<file path="config.mk">
export PLATFORM = sky130hd
export DESIGN_NAME = alu_exec_ctrl
export DESIGN_NICKNAME = d
export VERILOG_FILES = /design/src/rtl/alu_exec_ctrl.sv
export SDC_FILE = /design/constraint.sdc
export NUM_CORES = 1
export LEC_CHECK = 0
export BUFFER_PORTS_ARGS = -buffer_cell sky130_fd_sc_hd__buf_2
export CAP_MARGIN = 20
export CORE_ASPECT_RATIO = 0.6
export CORE_UTILIZATION = 50
export DETAILED_ROUTE_END_ITERATION = 10
export PLACE_DENSITY = 0.77
export SLEW_MARGIN = 20
export SYNTH_ARGS = -nofsm -noshare
export SYNTH_HDL_FRONTEND = slang
export SYNTH_SLANG_ARGS = --single-unit
</file>
<file path="constraint.sdc">
create_clock -name clk -period 3.6 [get_ports clk]
set_input_delay 0.54 -clock clk [delete_from_list [all_inputs] [get_ports clk]]
set_output_delay 0.54 -clock clk [all_outputs]
set_load 0.1 [all_outputs]
</file>
<file path="src/rtl/alu_exec_ctrl.sv">
// Fetch/read/execute/writeback controller around a combinational 8-bit ALU.
// Holds an 8-entry register file, drives the ALU for one EXEC cycle and writes back the result.
module alu_exec_ctrl #(
  parameter int unsigned DATA = 8,
  parameter int unsigned CMD  = 4,
  parameter int unsigned SH   = 3,
  parameter int unsigned NOPS = 10
) (
  input  logic            clk,
  input  logic            rst_n,
  input  logic            instr_valid,
  output logic            instr_ready,
  input  logic [15:0]     instr,
  input  logic [DATA-1:0] in_port,
  input  logic            ld_en,
  input  logic [SH-1:0]   ld_addr,
  input  logic [DATA-1:0] ld_data,
  input  logic [SH-1:0]   dbg_addr,
  output logic [DATA-1:0] dbg_data,
  output logic [CMD-1:0]  alu_fs,
  output logic [DATA-1:0] alu_a,
  output logic [DATA-1:0] alu_b,
  output logic [DATA-1:0] alu_inp,
  output logic [SH-1:0]   alu_shift,
  input  logic [DATA-1:0] alu_out,
  input  logic [4:0]      alu_flags,
  output logic [4:0]      status,
  output logic            done,
  output logic            illegal
);

  localparam int unsigned NREG = 1 << SH;

  typedef enum logic [1:0] {S_IDLE, S_READ, S_EXEC, S_WB} state_t;

  state_t          state_q, state_d;
  logic [15:0]     ir_q;
  logic [DATA-1:0] regs_q [NREG];
  logic [CMD-1:0]  alu_fs_q;
  logic [DATA-1:0] alu_a_q, alu_b_q, alu_inp_q;
  logic [SH-1:0]   alu_shift_q;
  logic [DATA-1:0] res_q;
  logic [4:0]      flg_q;
  logic [4:0]      status_q;

  logic [CMD-1:0]  ir_fs;
  logic [SH-1:0]   ir_rd, ir_ra, ir_rb, ir_sh;
  logic            legal;

  assign ir_fs = ir_q[15:12];
  assign ir_rd = ir_q[11:9];
  assign ir_ra = ir_q[8:6];
  assign ir_rb = ir_q[5:3];
  assign ir_sh = ir_q[2:0];
  assign legal = 32'(ir_fs) < NOPS;

  always_comb begin
    state_d = state_q;
    case (state_q)
      S_IDLE:  if (instr_valid) state_d = S_READ;
      S_READ:  state_d = S_EXEC;
      S_EXEC:  state_d = S_WB;
      S_WB:    state_d = S_IDLE;
      default: state_d = S_IDLE;
    endcase
  end

  // Handshake and pulses are masked while reset is held so nothing leaks out mid-reset.
  assign instr_ready = rst_n && (state_q == S_IDLE);
  assign done        = rst_n && (state_q == S_WB) && legal;
  assign illegal     = rst_n && (state_q == S_WB) && !legal;

  always_ff @(posedge clk) begin
    if (!rst_n) begin
      state_q     <= S_IDLE;
      ir_q        <= '0;
      alu_fs_q    <= '0;
      alu_a_q     <= '0;
      alu_b_q     <= '0;
      alu_inp_q   <= '0;
      alu_shift_q <= '0;
      res_q       <= '0;
      flg_q       <= '0;
      status_q    <= '0;
      for (int i = 0; i < NREG; i++) regs_q[i] <= '0;
    end else begin
      state_q <= state_d;
      if (instr_valid && instr_ready) ir_q <= instr;
      // READ -> EXEC: operands land directly in the ALU drive registers and hold afterwards.
      if (state_q == S_READ) begin
        alu_fs_q    <= ir_fs;
        alu_a_q     <= regs_q[ir_ra];
        alu_b_q     <= regs_q[ir_rb];
        alu_inp_q   <= in_port;
        alu_shift_q <= ir_sh;
      end
      // EXEC -> WB: capture ALU result and flags.
      if (state_q == S_EXEC) begin
        res_q <= alu_out;
        flg_q <= alu_flags;
      end
      if (ld_en) regs_q[ld_addr] <= ld_data;
      // WB -> IDLE: placed after the preload so writeback wins on an address clash.
      if (state_q == S_WB && legal) begin
        regs_q[ir_rd] <= res_q;
        status_q      <= flg_q;
      end
    end
  end

  assign alu_fs    = alu_fs_q;
  assign alu_a     = alu_a_q;
  assign alu_b     = alu_b_q;
  assign alu_inp   = alu_inp_q;
  assign alu_shift = alu_shift_q;
  assign status    = status_q;
  assign dbg_data  = regs_q[dbg_addr];

endmodule

</file>
### Word-level counts from Yosys, hierarchy flattened

Memory sizes are Yosys's and may differ from the RTL's. A register that Yosys moved wholly into a read port is not among the register bits.
Index checks and enable logic that the tools add are counted.

* memories: 1
* output and inout bits: 47
* input port bits: 55
* bits in registers: 51
* logic and storage cells: 41
* memory bits (writable): 64

Memories
* regs_q: depth 8, width 8, read ports 3, clocked after memory_dff 2, wr ports 8, line 38 `logic [DATA-1:0] regs_q [NREG];`

* equal/unequal tests: 4
* reduce and logical (&&, ||, !) cells: 12
* muxes and demuxes: 15
* order comparisons: 1

Operator list (count)
* 8-bit 2-to-1 mux: 2
* 8-bit OR reduction: 2
* 1-bit 2-to-1 mux: 9
* 2-bit one-hot mux with 4 select lines: 1
* 1-bit logical AND: 6
* 3-bit 2-to-1 mux: 2
* 2-bit == test (second input constant): 2
* 4-bit less-than comparator (second input constant): 1
* 1-bit logical NOT: 3
* 2-bit by 1-bit == test with 1-bit output (second input constant): 1
* 2-bit logical NOT: 1
* 2-bit 2-to-1 mux: 1
* 2-bit inequality test (second input constant): 1

### Logic depth before layout (Yosys ltp)

Gate-level depths: netlist of run 1.

* depth in word-level cells: 7
* depth in mapped cells: 7
* mapped depth without buffers: 5

### Worst setup path after synthesis of run 1

OpenSTA, ideal clock, no wires.

* kind: reg2out
* start point: register state_q[0]
* end point: output done
* arrival time: 2105 ps
* stages on the path, launching flop included: 5
* data required time: 3060 ps
* setup slack: 955 ps
* path buffers: 1
* path through: dfxtp_1 -> ha_1 -> buf_2 -> nand2_4 -> nor2_1

* longest elaborated chain between the ends: 3

RTL lines
* start, declared: line 36 `state_t state_q, state_d;`
* start signal, assigned: line 87 `state_q <= state_d;`
* 2-bit == test: line 70 `assign done = rst_n && (state_q == S_WB) && legal;`
* 1-bit logical AND (2 in series): line 70
* end, declared: line 28 `output logic done,`

No other way between the ends.

### Worst setup path in the final report of run 1

* start point: input dbg_addr[0]
* end point: output dbg_data[7]

* longest elaborated chain between the ends: 1

RTL lines
* start, declared: line 18 `input logic [SH-1:0] dbg_addr,`
* memory read 8 x 8 bit
* end, declared: line 19 `output logic [DATA-1:0] dbg_data,`

No other way between the ends.

==> summary.md, run 1 <==
| Metric | Value |
|---|---|
| Post-synthesis cell type count | 40 |
| CP Data Required Time | 3.06 ns |
| Crit path DAT | 2.09 ns |
| CTS buffer count | 17 |
| Worst-path cell chain | buf_2, mux4_2, mux2_2, buf_2 |
| RSZ-0062 raised after global routing | false |
| Cell Rows | 33 |
| I/O pin count | 102 |
| TritonCTS Sinks | 131 |
| Layout cell share with drive strength beyond 1 | 27.48% |
| Die width | 158.4 µm |
| Period utilisation layout | 73.11% |
| Mapped Cells | 722 |
| Pwr/cell area | 710.1 nW/µm² |
| H-tree Lvls | 4 |
| Ys async rst share | 0% |
| Slowest stage delay, CP | 0.56 ns |
| Crit start category | primary input |
| Post-Synth XOR/XNOR Area | 0% |
| Via density per instance | 5.931 |
| Drt initial violations | 814 |
| Worst Path Max Fanout | 16 |
| Normalized max-slew margin | 28.15% |
| CTS hold repair buffers | 0 |
| Post-synthesis sequential area ratio | 44.45% |
| HPWL Detailed | 14.69 mm |
| Vias in the first global route | 5101 |
| Number of antenna-violating nets in the routed design | 0 |
| Post-Route WL | 20.05 mm |
| Adder-cell share of the synthesized area | 0.8522% |
| GR Overflow Total | 0 |
| # Post-CTS Setup Buffers | 0 |
| Tmin final | 2.632 ns |
| Cell area after layout | 8398 µm² |
| Total GRT Usage | 27.81% |
| CP most frequent cell | buf_2 |
| Static Leak | 3.011 nW |
| Post-synthesis instance area | 7341 µm² |
| Die area | 15190 µm² |
| GP Congestion | 0.9551 |
| CTS tree | built |
| Max Root-Sink Buffers | 2 |
| Post-Syn Nets | 782 |
| Yosys top cell by area | edfxtp_1 |
| Worst VDD drop | 0.5588 mV |
| Multiplexer share of the synthesized area | 19.36% |
| Crit path capture type | primary output |
| Yosys top cell area share | 26.18% |
| CORE AREA | 14000 µm² |
| Syn. warnings | 0 |
| Antenna diodes | 0 |
| Largest family of logic cells by synthesized area | multiplexers |
| Clock skew | 0.01438 ns |
| Largest cells by area after synthesis | edfxtp_1, dfxtp_1, nand2_1 |
| Reg clk slew, reported paths | 0.06 ns |
| IO buf count | 101 |
| #FFs+latches synth | 131 |
| Clock Tree Root | clkbuf_16 |
| Nets@finish | 844 |
| Pin count of the biggest net entering global routing | 49 |
| Die H | 95.86 µm |
| Max-cap violation count | 0 |
| Synth Area in Simple Gates | 17.47% |
| Detailed-router iteration count before antenna repair | 5 |
| Number of enable-type register cells in the synthesized netlist | 64 |
| Slew Viols, Final | 0 |
| First-pass GRT wire length | 30.31 mm |
| Worst Tran Pin Value | 1.076 ns |
| DRC | 0 |
| Clock latency on the worst-skew pair | 0.43 ns |
| Critical path's slowest cell | mux4_2 |
| Hold slack | 0.3194 ns |
| Starting Density | 52.44% |
| Post-route setup TNS | 0 ns |
| Via Count | 5866 |
| Critical path class | primary input to primary output |
| Area growth from synthesis to layout | 14.40% |
| Filler Cells Inserted | 1134 |
| Setup violations, final | 0 |
| Hold Vio Cnt, Final | 0 |
| Routed len/inst | 20.27 µm |
| CTS resizes | 0 |
| Max Freq | 0.3799 GHz |
| Post-DP Area | 7734 µm² |
| Post-Syn Area per Cell | 10.17 µm² |
| Status | complete, no violations |
| Initial antenna violation count | 0 |
| Pwr Total | 0.005963 W |
| Post-synth top flop | dfxtp_1 |
| Worst min path class | primary input to register |
| Compound-Gate Fraction of Synth Area | 12.10% |
## final timing paths
kind,start,endpoint,slack [ns],cells after the start
min reg2reg,status[2]$_SDFFE_PN0P_,status[2]$_SDFFE_PN0P_,0.46,2
min,instr[15],ir_q[15]$_SDFFE_PN0P_,0.32,3
max reg2reg,state_q[0]$_SDFFE_PN0P_,regs_q[1][2]$_DFFE_PP_,1.15,4
max,dbg_addr[0],dbg_data[7],0.97,4
## state kept, by name (all words and copies together) (netlist names)
signal and cells:
alu_b 8, alu_shift 3, alu_fs 4, flg_q 5
ir_q 16, state_q 2, res_q 8, alu_inp 8
regs_q 64, alu_a 8, status 5
## Yosys cell counts (2+ instances only)
master and number:
dfxtp_1 67, nand3_1 6, a21boi_0 5, ha_1 5, clkbuf_1 19, buf_4 7, or3b_2 8, mux2i_1 61
a21oi_1 16, nand2_1 172, inv_1 2, edfxtp_1 64, nor4_4 4, mux4_2 16, o22ai_1 10, o21ai_1 17
buf_6 17, a22oi_1 6, nand2b_1 6, nor2_1 9, buf_1 12, mux2_2 40, buf_2 10, o221ai_1 6
o21ai_2 2, nor4b_4 5, nor2b_1 31, o21ai_0 78, a221o_1 10
## through the flow
step / utilization (%) / setup WS [ns] / std cells
2_1_floorplan: - / 0.9549 / 722
3_3_place_gp: 55.25 / 0.9666 / 957
3_5_place_dp: 55.25 / 0.9501 / 957
4_1_cts: 60.00 / 0.9443 / 989
5_1_grt: 60.00 / 0.8494 / 989
6_report: 60.00 / 0.9680 / 989
## cells in the final DEF (no fill, tap or decap), types with 8 or more instances in the layout
cell and n:
a21oi_1 16, a221o_1 10, buf_2 101, buf_4 8, clkbuf_16 17, dfxtp_1 67
edfxtp_1 64, mux2_2 40, mux2i_1 61, mux4_2 16, nand2_1 172, nor2_1 9
nor2b_1 31, o21ai_0 78, o21ai_1 17, o22ai_1 10, or3b_2 8
## critical path: cells and delay by family
| family | cells | cell delay, ns |
|---|---|---|
| buffers and inverters | 2 | 0.69 |
| muxes | 2 | 0.85 |
## kinds of logic after synthesis
group                    after synthesis
AO/OA/AOI/OAI                        152
buffers and inverters                 68
flip-flops                           131
adder cells (fa/ha/maj)                5
multiplexers                         117
AND/OR/NAND/NOR                      249
## metal layers
| metal | up-vias | wire length [µm] | global-route usage (%) | share of wire (%) |
|---|---|---|---|---|
| met4 | 0 | 245 | 6.891 | 1.2 |
| met1 | 2795 | 9610 | 42.33 | 48 |
| li1 | 2708 | - | - | - |
| met2 | 331 | 7879 | 37.68 | 39 |
| met5 | - | 0 | 0 | 0 |
| met3 | 32 | 2309 | 8.375 | 12 |
## layout make-up
class / count / area, µm² / share of cell area [%]
repair buffers: 109 / 565.5 / 6.734
multi-input cells: 523 / 3657 / 43.55
clock buffers: 18 / 429.2 / 5.110
well taps: 192 / 240.2 / 2.861
flip-flops and latches: 131 / 3263 / 38.86
clock inverters: 14 / 235.2 / 2.801
inverters: 2 / 7.507 / 0.08939
## report_power, final
group | switching, W | leakage, nW | internal (W)
logic | 0.00145 | 1.51 | 0.000536
registers | 0.000236 | 1.19 | 0.00178
clock network | 0.000667 | 0.318 | 0.00130
total | 0.00235 | 3.01 | 0.00361
(Power assumes the default switching activity.)
==> inputs of run 2 (changes only) <==
--- a/config.mk
+++ b/config.mk
@@ -10,7 +10,7 @@
 export CORE_ASPECT_RATIO = 0.6
 export CORE_UTILIZATION = 50
 export DETAILED_ROUTE_END_ITERATION = 10
-export PLACE_DENSITY = 0.77
+export PLACE_DENSITY = 0.8
 export SLEW_MARGIN = 20
 export SYNTH_ARGS = -nofsm -noshare
 export SYNTH_HDL_FRONTEND = slang
==> constraint.sdc (replaced) <==
create_clock -name clk -period 2.42 [get_ports clk]
set_input_delay 0.363 -clock clk [delete_from_list [all_inputs] [get_ports clk]]
set_output_delay 0.363 -clock clk [all_outputs]
set_load 0.1 [all_outputs]
==> run 2 against run 1 <==
Compared with the run above: worst hold slack worse by 0.17 ns; clock power up 41%; first-iteration DRC count is 25% lower; wire length is 2.8% higher; critical endpoint is now dbg_data[6]; largest power group is now combinational logic.
==> summary.md, run 2 (synthesis results as in run 1) <==
| Metric | Value |
|---|---|
| Routed len/inst | 20.36 µm (was 20.27 µm) |
| CTS resizes | 0 (unchanged) |
| Pwr/cell area | 1026 nW/µm² (was 710.1 nW/µm²) |
| Worst Path Max Fanout | 3 (was 16) |
| Post-route setup TNS | 0 ns (unchanged) |
| Vias in the first global route | 5486 (was 5101) |
| Period utilisation layout | 97.55% |
| Pin count of the biggest net entering global routing | 44 (was 49) |
| Area growth from synthesis to layout | 17.27% (was 14.40%) |
| CORE AREA | 14000 µm² (unchanged) |
| Placement Setup Slack | 0.2059 ns (was 0.9501 ns) |
| First-pass GRT wire length | 31.37 mm (was 30.31 mm) |
| Final setup margin | 0.05925 ns (was 0.9680 ns) |
| Filler Cells Inserted | 1179 (was 1134) |
| Commonest non-fill, non-tap cells in the layout | nand2_1, buf_2, o21ai_0 (unchanged) |
| Drt initial violations | 609 (was 814) |
| Detailed-router iteration count before antenna repair | 6 (was 5) |
| Clock Tree Root | clkbuf_16 (unchanged) |
| Max Root-Sink Buffers | 2 (unchanged) |
| Slew Viols, Final | 0 (unchanged) |
| Hold Vio Cnt, Final | 0 (unchanged) |
| CP Data Required Time | 2.06 ns (was 3.06 ns) |
| CTS buffer count | 17 (unchanged) |
| Die area | 15190 µm² (unchanged) |
| Critical path class | register to primary output (was primary input to primary output) |
| Worst VDD drop | 0.8099 mV (was 0.5588 mV) |
| DRC | 0 (unchanged) |
| Layout cell share with drive strength beyond 1 | 29.63% (was 27.48%) |
| Die H | 95.86 µm (unchanged) |
| Max-cap violation count | 0 (unchanged) |
| Worst min path class | primary input to register (unchanged) |
| Largest regs | regs_q: 64 flops, ir_q: 16 flops (unchanged) |
| GR Overflow Total | 0 (unchanged) |
| CTS tree | built (unchanged) |
| Cell Rows | 33 (unchanged) |
| Crit path capture type | primary output (unchanged) |
| Critical path's slowest cell | edfxtp_1 (was mux4_2) |
| Static Leak | 3.138 nW (was 3.011 nW) |
| HPWL Detailed | 15.15 mm (was 14.69 mm) |
| Worst-path cell chain | mux4_2, mux2_2, buf_2 (was buf_2, mux4_2, mux2_2, buf_2) |
| # Post-CTS Setup Buffers | 0 (unchanged) |
| Initial antenna violation count | 1 (was 0) |
| Nets@finish | 867 (was 844) |
| Max Freq | 0.4236 GHz |
| Starting Density | 52.44% (unchanged) |
| Crit start category | register (was primary input) |
| Post-Route WL | 20.60 mm (was 20.05 mm) |
| Crit path DAT | 2.00 ns (was 2.09 ns) |
| Normalized max-slew margin | 47.26% (was 28.15%) |
| Clock skew | 0.01170 ns (was 0.01438 ns) |
| Slowest stage delay, CP | 0.50 ns (was 0.56 ns) |
| Setup violations, final | 0 (unchanged) |
| Via Count | 6055 (was 5866) |
| Number of antenna-violating nets in the routed design | 0 (unchanged) |
| RSZ-0062 raised after global routing | false (unchanged) |
| Most flop-heavy register | regs_q (unchanged) |
| GP Congestion | 1.024 (was 0.9551) |
| I/O pin count | 102 (unchanged) |
| CTS hold repair buffers | 0 (unchanged) |
| Die width | 158.4 µm (unchanged) |
| Reg clk slew, reported paths | 0.06 ns (about the same) |
| Commonest non-fill, non-tap cell in the layout | nand2_1 (unchanged) |
| TritonCTS Sinks | 131 (unchanged) |
| Antenna diodes | 0 (unchanged) |
| Tmin final | 2.361 ns |
| IO buf count | 101 (unchanged) |
| Status | complete, no violations (unchanged) |
| Max reg flops | 64 (unchanged) |
| Total GRT Usage | 28.53% (was 27.81%) |
| Clock latency on the worst-skew pair | 0.42 ns (was 0.43 ns) |
| H-tree Lvls | 4 (unchanged) |
| Via density per instance | 5.983 (was 5.931) |
| Worst Tran Pin Value | 0.7882 ns (was 1.076 ns) |
==> run 2: worst paths after layout <==
kind                      startpoint                endpoint  slack (ns)  cells after the start
max reg2reg  state_q[0]$_SDFFE_PN0P_  regs_q[7][7]$_DFFE_PP_        0.42                      5
min reg2reg   status[0]$_SDFFE_PN0P_  status[0]$_SDFFE_PN0P_        0.46                      2
min                        instr[15]   ir_q[15]$_SDFFE_PN0P_        0.15                      3
max           regs_q[3][6]$_DFFE_PP_             dbg_data[6]        0.06                      3
==> run 2: worst max-delay path, delay by kind of cell, from the launching register on <==
family                 cells  cell delay [ns]
buffers and inverters      1             0.29
DFF                        1             0.50
muxes                      2             0.78
==> run 2: per-layer routing <==
metal / routed length (µm) / vias to the layer above / track usage (%)
met5: 0 / - / 0
met4: 421 / 0 / 9.295
met3: 3069 / 51 / 10.72
met2: 7889 / 409 / 38.23
met1: 9222 / 2844 / 41.59
li1: - / 2751 / -
==> run 2: area by class of cell <==
type | instances | area (µm²) | area share [%]
multi-input cells | 523 | 3657 | 42.49
clock buffers | 18 | 429.2 | 4.985
well taps | 192 | 240.2 | 2.791
clock inverters | 14 | 202.7 | 2.355
flip-flops and latches | 131 | 3263 | 37.91
inverters | 2 | 7.507 | 0.08721
repair buffers | 132 | 808.3 | 9.390
==> run 2: metrics by stage <==
step | cell area, µm² | total power, W | util, % | std cells | hold slack [ns]
global route | 8608 | 0.009170 | 61.50 | 1012 | 0.1496
global placement | 7976 | 0.006024 | 56.99 | 980 | 0.4482
finish | 8608 | 0.008836 | 61.50 | 1012 | 0.1478
floorplan | 7341 | 0.005430 | - | 722 | 0.4356
detailed placement | 7976 | 0.006071 | 56.99 | 980 | 0.4617
CTS | 8608 | 0.008829 | 61.50 | 1012 | 0.1410
==> run 2: report_power, final <==
| part | internal (W) | switching [W] |
|---|---|---|
| Combinational | 0.000874 | 0.00221 |
| Sequential | 0.00265 | 0.000340 |
| Clock | 0.00174 | 0.00102 |
| Total | 0.00527 | 0.00357 |
